$ cat config.mk
export PLATFORM = sky130hd
export DESIGN_NAME = conn_table_writer_flat
export DESIGN_NICKNAME = d
export VERILOG_FILES = /design/src/rtl/toe_conn_pkg.sv /design/src/rtl/conn_table_writer_if.sv /design/src/rtl/conn_free_slot_enc.sv /design/src/rtl/conn_table_writer.sv /design/src/flat_wrapper.sv
export SDC_FILE = /design/constraint.sdc
export NUM_CORES = 1
export LEC_CHECK = 0
export CORE_MARGIN = 1.5
export CORE_UTILIZATION = 52
export DETAILED_ROUTE_END_ITERATION = 10
export GPL_TIMING_DRIVEN = 0
export HOLD_SLACK_MARGIN = 0.03
export PLACE_DENSITY = 0.89
export SYNTH_ARGS = -nofsm -noshare
export SYNTH_HDL_FRONTEND = slang
export SYNTH_SLANG_ARGS = --single-unit
$ cat constraint.sdc
create_clock -name cw_clk -period 6.94 [get_ports cw_clk]
set_input_delay 0.694 -clock cw_clk [delete_from_list [all_inputs] [get_ports cw_clk]]
set_output_delay 0.694 -clock cw_clk [all_outputs]
set_load 0.01 [all_outputs]
$ cat src/rtl/toe_conn_pkg.sv
// Shared types and constants for the TOE connection table (writer and searcher).
package toe_conn_pkg;

   localparam int ENTRY_W = 145;

   typedef struct packed {
      logic [31:0] ip_src;
      logic [31:0] ip_dst;
      logic [23:0] mac_src;
      logic [23:0] mac_dst;
      logic [15:0] port_src;
      logic [15:0] port_dst;
   } conn_tuple_t;

   typedef enum logic [1:0] {
      RQ_NONE   = 2'b00,
      RQ_INSERT = 2'b01,
      RQ_DELETE = 2'b10,
      RQ_CLEAR  = 2'b11
   } conn_req_e;

   localparam logic [7:0] ERR_OK        = 8'h00;
   localparam logic [7:0] ERR_FULL      = 8'h01;
   localparam logic [7:0] ERR_BAD_ID    = 8'h02;
   localparam logic [7:0] ERR_NOT_VALID = 8'h03;
   localparam logic [7:0] ID_NONE       = 8'hFF;

   // RAM word layout: valid flag above the packed tuple.
   function automatic logic [ENTRY_W-1:0] conn_entry(input logic valid, input conn_tuple_t t);
      return {valid, t};
   endfunction

endpackage

$ cat src/rtl/conn_table_writer_if.sv
// Request/response and RAM write bus of the connection-table writer.
interface conn_table_writer_if
   import toe_conn_pkg::*;
#(
   parameter int DEPTH  = 16,
   parameter int ADDR_W = $clog2(DEPTH)
) ();
   logic [1:0]         cw_rq;
   logic [7:0]         cw_id_in;
   logic [31:0]        cw_ip_src;
   logic [31:0]        cw_ip_dst;
   logic [23:0]        cw_mac_src;
   logic [23:0]        cw_mac_dst;
   logic [15:0]        cw_port_src;
   logic [15:0]        cw_port_dst;
   logic [7:0]         cw_error;
   logic               cw_done;
   logic               cw_busy;
   logic [7:0]         cw_id_out;
   logic               cw_ram_we;
   logic [ADDR_W-1:0]  cw_ram_addr;
   logic [ENTRY_W-1:0] cw_ram_wdata;
   logic [DEPTH-1:0]   cw_valid_map;

   modport master (
      output cw_rq, cw_id_in, cw_ip_src, cw_ip_dst, cw_mac_src, cw_mac_dst,
             cw_port_src, cw_port_dst,
      input  cw_error, cw_done, cw_busy, cw_id_out, cw_ram_we, cw_ram_addr,
             cw_ram_wdata, cw_valid_map
   );

   modport slave (
      input  cw_rq, cw_id_in, cw_ip_src, cw_ip_dst, cw_mac_src, cw_mac_dst,
             cw_port_src, cw_port_dst,
      output cw_error, cw_done, cw_busy, cw_id_out, cw_ram_we, cw_ram_addr,
             cw_ram_wdata, cw_valid_map
   );
endinterface

$ cat src/rtl/conn_free_slot_enc.sv
// Lowest-index free slot finder over the valid bitmap.
module conn_free_slot_enc #(
   parameter int DEPTH  = 16,
   parameter int ADDR_W = $clog2(DEPTH)
) (
   input  logic [DEPTH-1:0]  valid_map_i,
   output logic [ADDR_W-1:0] slot_o,
   output logic              full_o
);
   always_comb begin
      slot_o = '0;
      full_o = 1'b1;
      // Scan downwards so the lowest zero bit is the last one to win.
      for (int i = DEPTH - 1; i >= 0; i--) begin
         if (!valid_map_i[i]) begin
            slot_o = ADDR_W'(i);
            full_o = 1'b0;
         end
      end
   end
endmodule

$ cat src/rtl/conn_table_writer.sv
// Write side of the connection table: insert / delete-by-id / clear-all plus valid bitmap.
module conn_table_writer
   import toe_conn_pkg::*;
#(
   parameter int DEPTH  = 16,
   parameter int ADDR_W = $clog2(DEPTH)
) (
   input logic                cw_clk,
   input logic                cw_rst,
   conn_table_writer_if.slave cw
);
   typedef enum logic [2:0] {ST_IDLE, ST_ALLOC, ST_WRITE, ST_CLEAR, ST_DONE} state_e;

   state_e             state_q;
   conn_req_e          op_q;
   conn_tuple_t        tuple_q;
   logic [7:0]         id_q;
   logic [7:0]         pend_err_q;
   logic [7:0]         error_q;
   logic [7:0]         id_out_q;
   logic               done_q;
   logic               busy_q;
   logic               ram_we_q;
   logic [ADDR_W-1:0]  ram_addr_q;
   logic [ENTRY_W-1:0] ram_wdata_q;
   logic [DEPTH-1:0]   valid_map_q;

   conn_req_e          rq_d;
   logic [ADDR_W-1:0]  del_idx_d;
   logic [7:0]         del_err_d;
   logic [ADDR_W-1:0]  free_slot_d;
   logic               table_full_d;

   assign rq_d      = conn_req_e'(cw.cw_rq);
   assign del_idx_d = cw.cw_id_in[ADDR_W-1:0];

   // Delete legality is decided at acceptance so the write strobe can be registered.
   always_comb begin
      del_err_d = ERR_OK;
      if (int'(cw.cw_id_in) >= DEPTH) begin
         del_err_d = ERR_BAD_ID;
      end else if (!valid_map_q[del_idx_d]) begin
         del_err_d = ERR_NOT_VALID;
      end
   end

   conn_free_slot_enc #(.DEPTH(DEPTH), .ADDR_W(ADDR_W)) u_free_slot (
      .valid_map_i (valid_map_q),
      .slot_o      (free_slot_d),
      .full_o      (table_full_d)
   );

   always_ff @(posedge cw_clk or negedge cw_rst) begin
      if (!cw_rst) begin
         state_q     <= ST_IDLE;
         op_q        <= RQ_NONE;
         tuple_q     <= '0;
         id_q        <= '0;
         pend_err_q  <= '0;
         error_q     <= '0;
         id_out_q    <= '0;
         done_q      <= 1'b0;
         busy_q      <= 1'b0;
         ram_we_q    <= 1'b0;
         ram_addr_q  <= '0;
         ram_wdata_q <= '0;
         valid_map_q <= '0;
      end else begin
         done_q <= 1'b0;
         case (state_q)
            ST_IDLE: begin
               if (rq_d != RQ_NONE) begin
                  busy_q  <= 1'b1;
                  op_q    <= rq_d;
                  id_q    <= cw.cw_id_in;
                  tuple_q <= '{cw.cw_ip_src, cw.cw_ip_dst, cw.cw_mac_src,
                               cw.cw_mac_dst, cw.cw_port_src, cw.cw_port_dst};
                  case (rq_d)
                     RQ_INSERT: state_q <= ST_ALLOC;
                     RQ_DELETE: begin
                        state_q    <= ST_WRITE;
                        pend_err_q <= del_err_d;
                        if (del_err_d == ERR_OK) begin
                           ram_we_q    <= 1'b1;
                           ram_addr_q  <= del_idx_d;
                           ram_wdata_q <= '0;
                        end
                     end
                     default: begin
                        state_q     <= ST_CLEAR;
                        ram_we_q    <= 1'b1;
                        ram_addr_q  <= '0;
                        ram_wdata_q <= '0;
                     end
                  endcase
               end
            end
            ST_ALLOC: begin
               if (table_full_d) begin
                  error_q  <= ERR_FULL;
                  id_out_q <= ID_NONE;
                  done_q   <= 1'b1;
                  state_q  <= ST_DONE;
               end else begin
                  ram_we_q    <= 1'b1;
                  ram_addr_q  <= free_slot_d;
                  ram_wdata_q <= conn_entry(1'b1, tuple_q);
                  pend_err_q  <= ERR_OK;
                  state_q     <= ST_WRITE;
               end
            end
            ST_WRITE: begin
               ram_we_q <= 1'b0;
               if (op_q == RQ_INSERT) begin
                  valid_map_q[ram_addr_q] <= 1'b1;
                  id_out_q                <= 8'(ram_addr_q);
               end else begin
                  if (pend_err_q == ERR_OK) begin
                     valid_map_q[ram_addr_q] <= 1'b0;
                  end
                  id_out_q <= id_q;
               end
               error_q <= pend_err_q;
               done_q  <= 1'b1;
               state_q <= ST_DONE;
            end
            ST_CLEAR: begin
               valid_map_q <= '0;
               if (ram_addr_q == ADDR_W'(DEPTH - 1)) begin
                  ram_we_q <= 1'b0;
                  error_q  <= ERR_OK;
                  id_out_q <= ID_NONE;
                  done_q   <= 1'b1;
                  state_q  <= ST_DONE;
               end else begin
                  ram_addr_q <= ram_addr_q + ADDR_W'(1);
               end
            end
            ST_DONE: begin
               busy_q  <= 1'b0;
               state_q <= ST_IDLE;
            end
            default: state_q <= ST_IDLE;
         endcase
      end
   end

   assign cw.cw_error     = error_q;
   assign cw.cw_done      = done_q;
   assign cw.cw_busy      = busy_q;
   assign cw.cw_id_out    = id_out_q;
   assign cw.cw_ram_we    = ram_we_q;
   assign cw.cw_ram_addr  = ram_addr_q;
   assign cw.cw_ram_wdata = ram_wdata_q;
   assign cw.cw_valid_map = valid_map_q;

endmodule

$ cat src/flat_wrapper.sv
// flat-port wrapper written by rule: the top's interface ports become plain ports
module conn_table_writer_flat import toe_conn_pkg::*;
#(
   parameter int DEPTH  = 16,
   parameter int ADDR_W = $clog2(DEPTH)
)
  (cw_clk, cw_rst, cw_cw_rq, cw_cw_id_in, cw_cw_ip_src, cw_cw_ip_dst, cw_cw_mac_src, cw_cw_mac_dst, cw_cw_port_src, cw_cw_port_dst, cw_cw_error, cw_cw_done, cw_cw_busy, cw_cw_id_out, cw_cw_ram_we, cw_cw_ram_addr, cw_cw_ram_wdata, cw_cw_valid_map);
  conn_table_writer_if #(.DEPTH(DEPTH), .ADDR_W(ADDR_W)) cw_i ();
  input logic cw_clk;
  input logic cw_rst;
  input wire logic [$bits(cw_i.cw_rq)-1:0] cw_cw_rq;
  input wire logic [$bits(cw_i.cw_id_in)-1:0] cw_cw_id_in;
  input wire logic [$bits(cw_i.cw_ip_src)-1:0] cw_cw_ip_src;
  input wire logic [$bits(cw_i.cw_ip_dst)-1:0] cw_cw_ip_dst;
  input wire logic [$bits(cw_i.cw_mac_src)-1:0] cw_cw_mac_src;
  input wire logic [$bits(cw_i.cw_mac_dst)-1:0] cw_cw_mac_dst;
  input wire logic [$bits(cw_i.cw_port_src)-1:0] cw_cw_port_src;
  input wire logic [$bits(cw_i.cw_port_dst)-1:0] cw_cw_port_dst;
  output wire logic [$bits(cw_i.cw_error)-1:0] cw_cw_error;
  output wire logic [$bits(cw_i.cw_done)-1:0] cw_cw_done;
  output wire logic [$bits(cw_i.cw_busy)-1:0] cw_cw_busy;
  output wire logic [$bits(cw_i.cw_id_out)-1:0] cw_cw_id_out;
  output wire logic [$bits(cw_i.cw_ram_we)-1:0] cw_cw_ram_we;
  output wire logic [$bits(cw_i.cw_ram_addr)-1:0] cw_cw_ram_addr;
  output wire logic [$bits(cw_i.cw_ram_wdata)-1:0] cw_cw_ram_wdata;
  output wire logic [$bits(cw_i.cw_valid_map)-1:0] cw_cw_valid_map;
  assign cw_i.cw_rq = cw_cw_rq;
  assign cw_i.cw_id_in = cw_cw_id_in;
  assign cw_i.cw_ip_src = cw_cw_ip_src;
  assign cw_i.cw_ip_dst = cw_cw_ip_dst;
  assign cw_i.cw_mac_src = cw_cw_mac_src;
  assign cw_i.cw_mac_dst = cw_cw_mac_dst;
  assign cw_i.cw_port_src = cw_cw_port_src;
  assign cw_i.cw_port_dst = cw_cw_port_dst;
  assign cw_cw_error = cw_i.cw_error;
  assign cw_cw_done = cw_i.cw_done;
  assign cw_cw_busy = cw_i.cw_busy;
  assign cw_cw_id_out = cw_i.cw_id_out;
  assign cw_cw_ram_we = cw_i.cw_ram_we;
  assign cw_cw_ram_addr = cw_i.cw_ram_addr;
  assign cw_cw_ram_wdata = cw_i.cw_ram_wdata;
  assign cw_cw_valid_map = cw_i.cw_valid_map;
  conn_table_writer #(.DEPTH(DEPTH), .ADDR_W(ADDR_W)) u_core (.cw_clk(cw_clk), .cw_rst(cw_rst), .cw(cw_i));
endmodule
[Word-level counts from Yosys, hierarchy flattened]
Index checks and enable logic that the tools add are counted.
Word-level totals
  flip-flop bits (word level): 349
  bits in latches: 0
  memories: 0
  memory bits (read-only): 0
  logic and storage cells: 142
  output and inout bits: 184
  RAM bits: 0
  input port bits: 156
Cells by class
  add/subtract/negate cells: 1
  div/mod/pow operators: 0
  $mul: 0
  mux-type cells: 79
  shifts and indexed selects: 0
  $lt $le $gt $ge: 4
  bitwise gates (word level): 3
  reduce and logical (&&, ||, !) cells: 20
  equal/unequal tests: 17
Operator list (number)
  $pmux 145 s2: 2
  $mux 145: 3
  $mux 4: 20
  $mux 8: 8
  $pmux 8 s3: 2
  $mux 16: 2
  $pmux 16 s2: 1
  $mux 1: 25
  $and 16x16->16: 1
  $logic_not 8->1: 2
  $not 16->16: 1
  $or 16x16->16: 1
  $pmux 8 s2: 1
  $pmux 3 s4: 1
  $pmux 4 s3: 1
  $reduce_and 6->1: 2
  $lt 4x5->1 const B: 2
  $mux 3: 3
  $ge 8x5->1 const B: 1
  $ne 2x2->1 const B: 4
  $pmux 4 s2: 1
  $reduce_and 2->1: 4
  $reduce_bool 2->1: 4
  $eq 3x2->1 const B: 2
  24 further kinds: 30

[Depth between registers and ports, before layout]
  depth after elaboration: 18
  gate-level depth with buffers: 8
  mapped depth without buffers: 6

[Hierarchy]
A second synthesis with hierarchy kept.
Unflattened totals
  cell total of the unflattened synthesis: 934
  area total of the unflattened synthesis: 13087.6 um^2
Modules (own cells, without submodules)
  conn_table_writer: sequential area each 8433.1 um^2, cells each 903, area each 12913.6 um^2, instances 1
  conn_free_slot_enc: sequential area each 0.0 um^2, cells each 31, area each 173.9 um^2, instances 1

[Worst setup path after synthesis]
OpenSTA, ideal clock, no wires.
  path type: in2reg
  start: input cw_cw_id_in[0]
  end: register u_core.ram_wdata_q[104], in the netlist u_core.cw.cw_ram_wdata[104]
  library setup time: 0.065 ns
  data arrival time: 2.601 ns
  required time: 6.875 ns
  path buffers: 3
  cell stages on the path: 8
  path slack: 4.273 ns
  path through: buf_2 -> mux4_2 -> mux2i_1 -> o22ai_1 -> o311ai_4 -> buf_2 -> buf_2 -> a22o_1
Between the ends
  word-level cells in the longest chain between the ends: 7
  elaborated cells between the ends (all ways): 8
  those cells by class: 1 x order compare; 1 x eq/ne; 4 x mux; 2 x reduce/logical
RTL lines
  start: declaration: RTL line flat_wrapper.sv:12  | input wire logic [$bits(cw_i.cw_id_in)-1:0] cw_cw_id_in;
  $bmux 1 s4: RTL line conn_table_writer.sv:42  | end else if (!valid_map_q[del_idx_d]) begin
  $mux 1 (implied by the code): RTL line conn_table_writer.sv:42
  $mux 2: RTL line conn_table_writer.sv:42
  $mux 2 (*): RTL line conn_table_writer.sv:40  | if (int'(cw.cw_id_in) >= DEPTH) begin
  $logic_not 8->1 (*): RTL line conn_table_writer.sv:83  | if (del_err_d == ERR_OK) begin
  $ne 3x2->1 (no source line) (*)
  $reduce_and 5->1 (no source line) (*)
  end signal: assignment: RTL line conn_table_writer.sv:107  | ram_wdata_q <= conn_entry(1'b1, tuple_q);
  end: declaration: RTL line conn_table_writer.sv:25  | logic [ENTRY_W-1:0] ram_wdata_q;
Mark *: on every way between the ends. The rest lies on a longest branch, timed or not. The select of a mux whose other input is x is not followed.
A chain may end at the register's enable or synchronous reset.

[Worst setup path after layout]
  start: input cw_cw_id_in[2]
  end: register u_core.ram_wdata_q[125], in the netlist u_core.cw.cw_ram_wdata[125]
The elaborated chain is that of the path after synthesis.

==> reports/results.md <==
| Group | Metric | Reported |
|:---|:---|:---|
| placed design | Total of buffers placed on input and output ports | 332 |
| timing | Tcrit/Tclk final | 50.75% |
| timing | Total count of hold-check failures in the final report | 0 |
| floorplan | DIE AREA | 25900 sq um |
| grt | Most Crowded Layer GR | met2 |
| timing | Actual slew at the worst max-slew pin | 789.6 ps |
| job | # Max-Cap Violations | 0 |
| cts | Number of H-tree levels | 2 |
| drt | DRT Wirelength | 36320 microns |
| cts | TritonCTS clock tree | built |
| floorplan | CORE AREA | 24390 sq um |
| cts | Num Clock Sinks | 337 |
| grt | Wire length of the first global-routing pass | 56770 microns |
| floorplan | Horizontal die dimension | 160.9 microns |
| cts | Post_cts resized | 0 |
| critical path | WP data arrival | 3960 ps |
| cts | Root buffer cell | sky130_fd_sc_hd__clkbuf_16 |
| drt | Routed Antenna Nets | 0 |
| placed design | Final GP Congestion | 0.9113 |
| floorplan | I/O pin count | 340 |
| floorplan | # rows | 57 |
| grt | GRT met3 Usage | 8.084% |
| cts | Maximum count of clock buffers along a single path | 3 |
| timing | Final Critical Period | 3522 ps |
| final layout | Final net count | 1439 |
| cts | CTS Hold Bufs | 0 |
| grt | Total overflow reported by the global router | 0 |
| drt | Routed wire length per instance | 22.27 microns |
| synthesis | Yosys cell types | 48 |
| cts | Post-CTS setup buffers | 0 |
| drt | Total via count after detailed routing | 9421 |
| critical path | Type of the worst setup path | input port to register |
| synthesis | Synth Area per Inst | 14.38 sq um |
| grt | Largest net degree at the start of global routing | 129 |
| drt | Number of remaining DRC errors | 0 |
| synthesis | Share of flip-flops with an asynchronous set or reset | 100.0% |
| grt | Met1 Use GR | 34.38% |
| synthesis | Portion of the post-synthesis area used by sequential elements | 65.03% |
| synthesis | Most common flop cell mapped by yosys | sky130_fd_sc_hd__dfrtp_1 |
| power and ir drop | Static power due to leakage | 7.796 nW |
| drt | First drt pass iteration count | 5 |
| drt | Mean number of vias per cell | 5.776 |
| grt | Grt met2 use | 47.20% |
| critical path | Endpoint kind of the worst setup timing path | register |
| floorplan | Die Y-Extent | 160.9 microns |
| grt | Number of global-route vias before repair | 10036 |
| grt | Total global routing track utilization | 28.18% |
| synthesis | Number of synthesized register bits | 337 |
| timing | Clock skew | 11.97 ps |
| timing | Rel. slew slack | 47.36% |
| timing | Fmax | 283.9 MHz |
| critical path | Max FO, Critical Path | 10 |
| min path | Worst min path class | input port to asynchronous set/reset pin |
| grt | Number of antenna violations at the first check in global routing | 0 |
| synthesis | Number of synthesized flops with an enable pin | 0 |
| final layout | Final antenna diode count | 0 |
| power and ir drop | Worst IR Drop VDD | 0.3197 mV |
| floorplan | Starting density of the core | 53.17% |
| timing | Pins Over Slew Limit | 0 |
| cts | Clock latency of the later-clocked register in the worst-skew pair | 510 ps |
| critical path | Nature of the critical path startpoint | input port |
| critical path | Data required time at the worst endpoint | 7380 ps |
| timing | Post-Route Hold Slack | 201.4 ps |
| synthesis | Post-synthesis instance area | 12970 sq um |
| cts | CTS Buf Count | 36 |
| final layout | Number of filler cells placed in the layout | 1550 |
| synthesis | Yosys synthesis warning count | 0 |
| final layout | Layout cell share with drive strength beyond 1 | 19.43% |
| synthesis | Post-synthesis instance total | 902 |
| placed design | Placed wire-length estimate | 25180 microns |
| power and ir drop | Pwr/cell area | 480.2 nW/um^2 |
| cts | Clock-pin slew on the worst setup and hold paths | 60 ps |
| timing | Setup TNS | 0 ps |
| final layout | Signed area change from the synthesized netlist to the final layout | 38.81% |
| timing | Unrepaired setup endpoints after global routing | false |
| timing | Final setup fails | 0 |
| outcome | Status | completed |
| drt | Number of DRC violations after detailed-routing iteration 0 | 866 |
report_power, final:
part / switching (mW) / internal (mW) / total (mW)
logic: 1.48 / 1.81 / 3.29
registers: 0.554 / 2.85 / 3.40
clock network: 0.796 / 1.16 / 1.96
total: 2.83 / 5.82 / 8.64
final timing paths:
path	slack (ps)	endpoint	cells past startpoint	startpoint
worst max-delay path	3420	u_core.cw.cw_ram_wdata[125]	8	cw_cw_id_in[2]
worst min-delay path	200	u_core.cw.cw_ram_wdata[78]	1	cw_rst
worst max register to register	3720	u_core.id_q[4]	6	u_core.state_q[2]
worst min register to register	480	u_core.cw.cw_ram_wdata[144]	1	u_core.cw.cw_ram_wdata[144]
max in group asynchronous	5610	u_core.cw.cw_ram_wdata[122]	2	cw_rst
min in group cw_clk	480	u_core.cw.cw_ram_wdata[144]	1	u_core.cw.cw_ram_wdata[144]
through the flow:
stage | setup WS (ps) | instances | util (%) | area (sq um) | total power, mW
floorplan | 4273 | 907 | - | 12990 | 5.149
global placement | -8944 | 1563 | 68.53 | 16720 | 6.528
detailed placement | 2935 | 1565 | 68.78 | 16780 | 6.686
CTS | 3490 | 1631 | 73.81 | 18000 | 8.695
global route | 3288 | 1631 | 73.81 | 18000 | 9.076
finish | 3418 | 1631 | 73.81 | 18000 | 8.645
kinds of logic (layout without fill, tap and decap cells):
group / after synthesis / after routing / share of synthesized area (%)
buffers and inverters: 77 / 477 / 2.634
multiplexers: 162 / 162 / 14.38
XOR/XNOR: 1 / 1 / 0.06755
adder cells (fa/ha/maj): 4 / 4 / 0.3859
AO/OA/AOI/OAI: 219 / 219 / 13.52
AND/OR/NAND/NOR: 101 / 101 / 3.956
other: 1 / 6 / 0.02892
flip-flops: 337 / 337 / 65.03
cell usage after synthesis (3+ instances only):
master / number / area share [%]
sky130_fd_sc_hd__nor3_1: 4 / 0.15
sky130_fd_sc_hd__a21oi_1: 24 / 0.93
sky130_fd_sc_hd__ha_1: 4 / 0.39
sky130_fd_sc_hd__inv_1: 9 / 0.26
sky130_fd_sc_hd__mux2_2: 155 / 13
sky130_fd_sc_hd__o21ai_0: 21 / 0.81
sky130_fd_sc_hd__a22o_1: 146 / 9.9
sky130_fd_sc_hd__clkbuf_1: 41 / 1.2
sky130_fd_sc_hd__nor2_1: 12 / 0.35
sky130_fd_sc_hd__a31oi_1: 6 / 0.29
sky130_fd_sc_hd__nand2_1: 36 / 1.0
sky130_fd_sc_hd__nand2b_1: 6 / 0.29
sky130_fd_sc_hd__buf_2: 18 / 0.69
sky130_fd_sc_hd__mux2i_1: 3 / 0.23
sky130_fd_sc_hd__nand3_1: 5 / 0.19
sky130_fd_sc_hd__and2_1: 5 / 0.24
sky130_fd_sc_hd__nor2b_1: 7 / 0.34
sky130_fd_sc_hd__mux4_2: 4 / 0.69
sky130_fd_sc_hd__dfrtp_1: 337 / 65
sky130_fd_sc_hd__buf_4: 8 / 0.46
sky130_fd_sc_hd__nand4_1: 18 / 0.87
state kept, by name, indices dropped and copies added, names as in the netlist:
signal	flops
u_core.pend_err_q	2
u_core.op_q	2
u_core.id_q	8
u_core.tuple_q	144
u_core.cw.cw_error	2
u_core.cw.cw_valid_map	16
u_core.cw.cw_ram_we	1
u_core.state_q	3
u_core.cw.cw_id_out	8
u_core.cw.cw_busy	1
u_core.cw.cw_done	1
u_core.cw.cw_ram_wdata	145
u_core.cw.cw_ram_addr	4
layer usage:
layer,vias to the layer above,routed length (microns)
li1,4091,-
met1,4777,14010
met2,441,17630
met3,112,3223
met4,0,1455
met5,-,0
layout by cell type, fill, tap and decap left out, types with 6 or more instances in the layout:
master / netlist / final
sky130_fd_sc_hd__nor2b_1: 7 / 7
sky130_fd_sc_hd__nand4_1: 18 / 18
sky130_fd_sc_hd__buf_4: 8 / 8
sky130_fd_sc_hd__a22o_1: 146 / 146
sky130_fd_sc_hd__conb_1: 1 / 6
sky130_fd_sc_hd__buf_2: 18 / 18
sky130_fd_sc_hd__clkbuf_16: 0 / 38
sky130_fd_sc_hd__nand2b_1: 6 / 6
sky130_fd_sc_hd__nand2_1: 36 / 36
sky130_fd_sc_hd__mux2_2: 155 / 155
sky130_fd_sc_hd__a31oi_1: 6 / 6
sky130_fd_sc_hd__inv_1: 9 / 9
sky130_fd_sc_hd__dfrtp_1: 337 / 337
sky130_fd_sc_hd__o21ai_0: 21 / 21
sky130_fd_sc_hd__a21oi_1: 24 / 24
sky130_fd_sc_hd__clkinv_2: 0 / 7
sky130_fd_sc_hd__clkdlybuf4s50_1: 0 / 331
sky130_fd_sc_hd__nor2_1: 12 / 12
sky130_fd_sc_hd__clkinvlp_4: 0 / 8
sky130_fd_sc_hd__clkbuf_1: 41 / 46
layout make-up:
class,count,area (sq um),area share [%]
plain buffers,68,307.8,1.710
clock buffers,47,1025,5.692
clock inverters,19,201.4,1.119
inverters,9,33.78,0.1877
multi-input cells,493,4213,23.40
flip-flops and latches,337,8433,46.84
well taps,324,405.4,2.252
repair buffers,334,3383,18.79
critical path: stages:
cell	delay, ps
sky130_fd_sc_hd__clkdlybuf4s50_1	690
sky130_fd_sc_hd__mux4_2	560
sky130_fd_sc_hd__mux2i_1	280
sky130_fd_sc_hd__o22ai_1	320
sky130_fd_sc_hd__o311ai_4	580
sky130_fd_sc_hd__buf_2	350
sky130_fd_sc_hd__buf_2	280
sky130_fd_sc_hd__a22o_1	200
Power figures use the tool's default switching activity.
==> variant, RTL diff (config.mk and constraints unchanged) <==
`DEPTH` is set to 16 in 4 places; all go to 8.
--- a/src/rtl/conn_table_writer_if.sv
+++ b/src/rtl/conn_table_writer_if.sv
@@ -2,7 +2,7 @@
 interface conn_table_writer_if
    import toe_conn_pkg::*;
 #(
-   parameter int DEPTH  = 16,
+   parameter int DEPTH  = 8,
    parameter int ADDR_W = $clog2(DEPTH)
 ) ();
    logic [1:0]         cw_rq;
--- a/src/rtl/conn_free_slot_enc.sv
+++ b/src/rtl/conn_free_slot_enc.sv
@@ -1,6 +1,6 @@
 // Lowest-index free slot finder over the valid bitmap.
 module conn_free_slot_enc #(
-   parameter int DEPTH  = 16,
+   parameter int DEPTH  = 8,
    parameter int ADDR_W = $clog2(DEPTH)
 ) (
    input  logic [DEPTH-1:0]  valid_map_i,
--- a/src/rtl/conn_table_writer.sv
+++ b/src/rtl/conn_table_writer.sv
@@ -2,7 +2,7 @@
 module conn_table_writer
    import toe_conn_pkg::*;
 #(
-   parameter int DEPTH  = 16,
+   parameter int DEPTH  = 8,
    parameter int ADDR_W = $clog2(DEPTH)
 ) (
    input logic                cw_clk,
--- a/src/flat_wrapper.sv
+++ b/src/flat_wrapper.sv
@@ -1,7 +1,7 @@
 // flat-port wrapper written by rule: the top's interface ports become plain ports
 module conn_table_writer_flat import toe_conn_pkg::*;
 #(
-   parameter int DEPTH  = 16,
+   parameter int DEPTH  = 8,
    parameter int ADDR_W = $clog2(DEPTH)
 )
   (cw_clk, cw_rst, cw_cw_rq, cw_cw_id_in, cw_cw_ip_src, cw_cw_ip_dst, cw_cw_mac_src, cw_cw_mac_dst, cw_cw_port_src, cw_cw_port_dst, cw_cw_error, cw_cw_done, cw_cw_busy, cw_cw_id_out, cw_cw_ram_we, cw_cw_ram_addr, cw_cw_ram_wdata, cw_cw_valid_map);
Interface: changed (resized cw_cw_ram_addr and cw_cw_valid_map); port bits go from 340 to 331. The function was not compared with the original's and may differ.
==> variant against the original RTL <==
  * Fmax rose by 23%
  * Largest power group is now combinational logic
  * Sequential cell count down 9
  * Cell count grew 14%
  * Clock power shrank 3%
  * Global-route usage down 3.1 points
  * Design area increased by 4.1%
  * Total power decreased by 7.8%
  * Area after synthesis grew 6.4%
  * Wire length down 6.1%
  * Via count is 2.3% higher
  * First-iteration DRC count fell by 34%
  * Worst setup slack better by 670 ps
  * Die area is 6.3% higher
  * Critical endpoint is now u_core.cw.cw_ram_wdata[3]
==> variant: results (changes against the original RTL) <==
ys_warn_count: 0  # unchanged
fin_cells: 1855  # +14%
globalRouteTotalUtil: 0.251  # -0.0311
synth-seq-area-share: 0.595  # -0.0553
synth.area.top_cells: "dfrtp_1 59%, mux2_2 13%, mux2i_1 11%"
max_slew_margin: 0.200  # -0.274
post_cts_resized: 0  # unchanged
status: "finished clean"
ff2ff_path_depth: 7  # +1
post-place-cells: 1794  # +15%
synthCells: 1128  # +25%
synth_cell_types: 46  # -4.2%
clockBufferDepth: 3  # unchanged
grt_max_degree: 111  # -14%
synth_compound_area_frac: 0.0259  # -0.109
place_area_mm2: 0.0176  # +4.6%
grt_pass1_vias: 10295  # +2.6%
dp_hpwl_um: 23900  # -5.0%
critPathArrivalTime_ps: 3270  # -690 ps
cts_root_buffer: "clkbuf_16"
crit_path_max_fanout: 10  # unchanged
grtUsageMet3: 0.0684  # -0.0124
io_buffers: 323  # -2.7%
layout.nets: 1654  # +15%
avgRoutedWirePerCell_um: 18.4  # -17%
clkTransAtPathRegs_ps: 60  # about the same
p_leak_uw: 0.00844  # +8.2%
synth-xor-area-share: 0.000635  # -0.0000405
cts_buffers: 35  # -2.8%
use_met2: 0.429  # -0.0432
antenna_found_initial: 1  # +1
clock-skew-final_ps: 11.8  # -0.201 ps
num_vias: 9635  # +2.3%
grt_pass1_wl_um: 55100  # -2.9%
synth.ff_latch_count: 328  # -2.7%
ys_top_cells_by_count: "328 x dfrtp_1, 167 x nand2_1, 155 x mux2_2"
gp_congestion: 0.882  # -3.2%
layout-drive-gt1-share: 0.172  # -0.0219
async_flop_share: 1.00  # unchanged
synth-adder-area-share: 0.00181  # -0.00205
synth_edf_count: 0  # unchanged
synth.area.mux_share: 0.234  # +0.0902
dr.first_iter.drc_count: 575  # -34%
vdd_drop_max_v: 0.000299  # -6.4%
grt_use_met1: 0.308  # -0.0355
==> variant: changes by cell type after synthesis, sizes merged, moves of 7 or more <==
cell    change
dfrtp       -9
buf        +18
inv       +142
clkbuf     -24
mux2i     +143
o21ai       -8
or3         +7
nand4      -17
a22o      -144
nand2     +131
==> variant: worst max-delay path, stage by stage, from the launching register on <==
cell,delay (ps)
dfrtp_1,380
buf_2,170
nor3b_1,240
clkbuf_1,630
buf_2,420
clkbuf_1,580
nand2_1,150
mux2i_1,190
==> variant: worst paths after layout <==
kind | startpoint | slack, ps | to
min reg2reg | u_core.cw.cw_ram_wdata[144] | 490 | u_core.cw.cw_ram_wdata[144]
max | u_core.state_q[1] | 4090 | u_core.cw.cw_ram_wdata[3]
min | cw_rst | 70 | u_core.cw.cw_ram_wdata[66]
min in group cw_clk | u_core.cw.cw_ram_wdata[144] | 490 | u_core.cw.cw_ram_wdata[144]
max reg2reg | u_core.state_q[1] | 4090 | u_core.cw.cw_ram_wdata[3]
max in group asynchronous | cw_rst | 5680 | u_core.cw.cw_ram_wdata[98]
==> variant: power by group <==
group          switching [uW]  leakage (uW)  internal [uW]
registers                 398       0.00414           2590
clock network             735      0.000589           1160
logic                    1450       0.00371           1630
==> variant: through the flow <==
step	util	setup WS [ps]
global route	0.719	3900
CTS	0.719	4070
detailed placement	0.674	3870
finish	0.719	4090
floorplan	-	4740
global placement	0.670	-8810
==> variant: logic make-up after synthesis <==
logic type               after synthesis
AO/OA/AOI/OAI                         55
XOR/XNOR                               1
adder cells (fa/ha/maj)                2
buffers and inverters                213
flip-flops                           328
multiplexers                         303
other                                  1
AND/OR/NAND/NOR                      225
==> variant: cell type report <==
type                       count  area, um2
antenna                        1       2.50
buffer                        62        443
clock buffer                  53       1100
clock inverter                 7       88.8
fill                        1714       7320
inverter                     151        567
multi-input combinational    592       4600
sequential                   328       8210
tap                          335        419
timing repair buffer         326       3320
==> variant: per-layer routing <==
layer / share of wire / wire [um]
met1: 0.39 / 13400
met2: 0.50 / 17100
met5: 0 / 0
met4: 0.029 / 995
met3: 0.079 / 2690
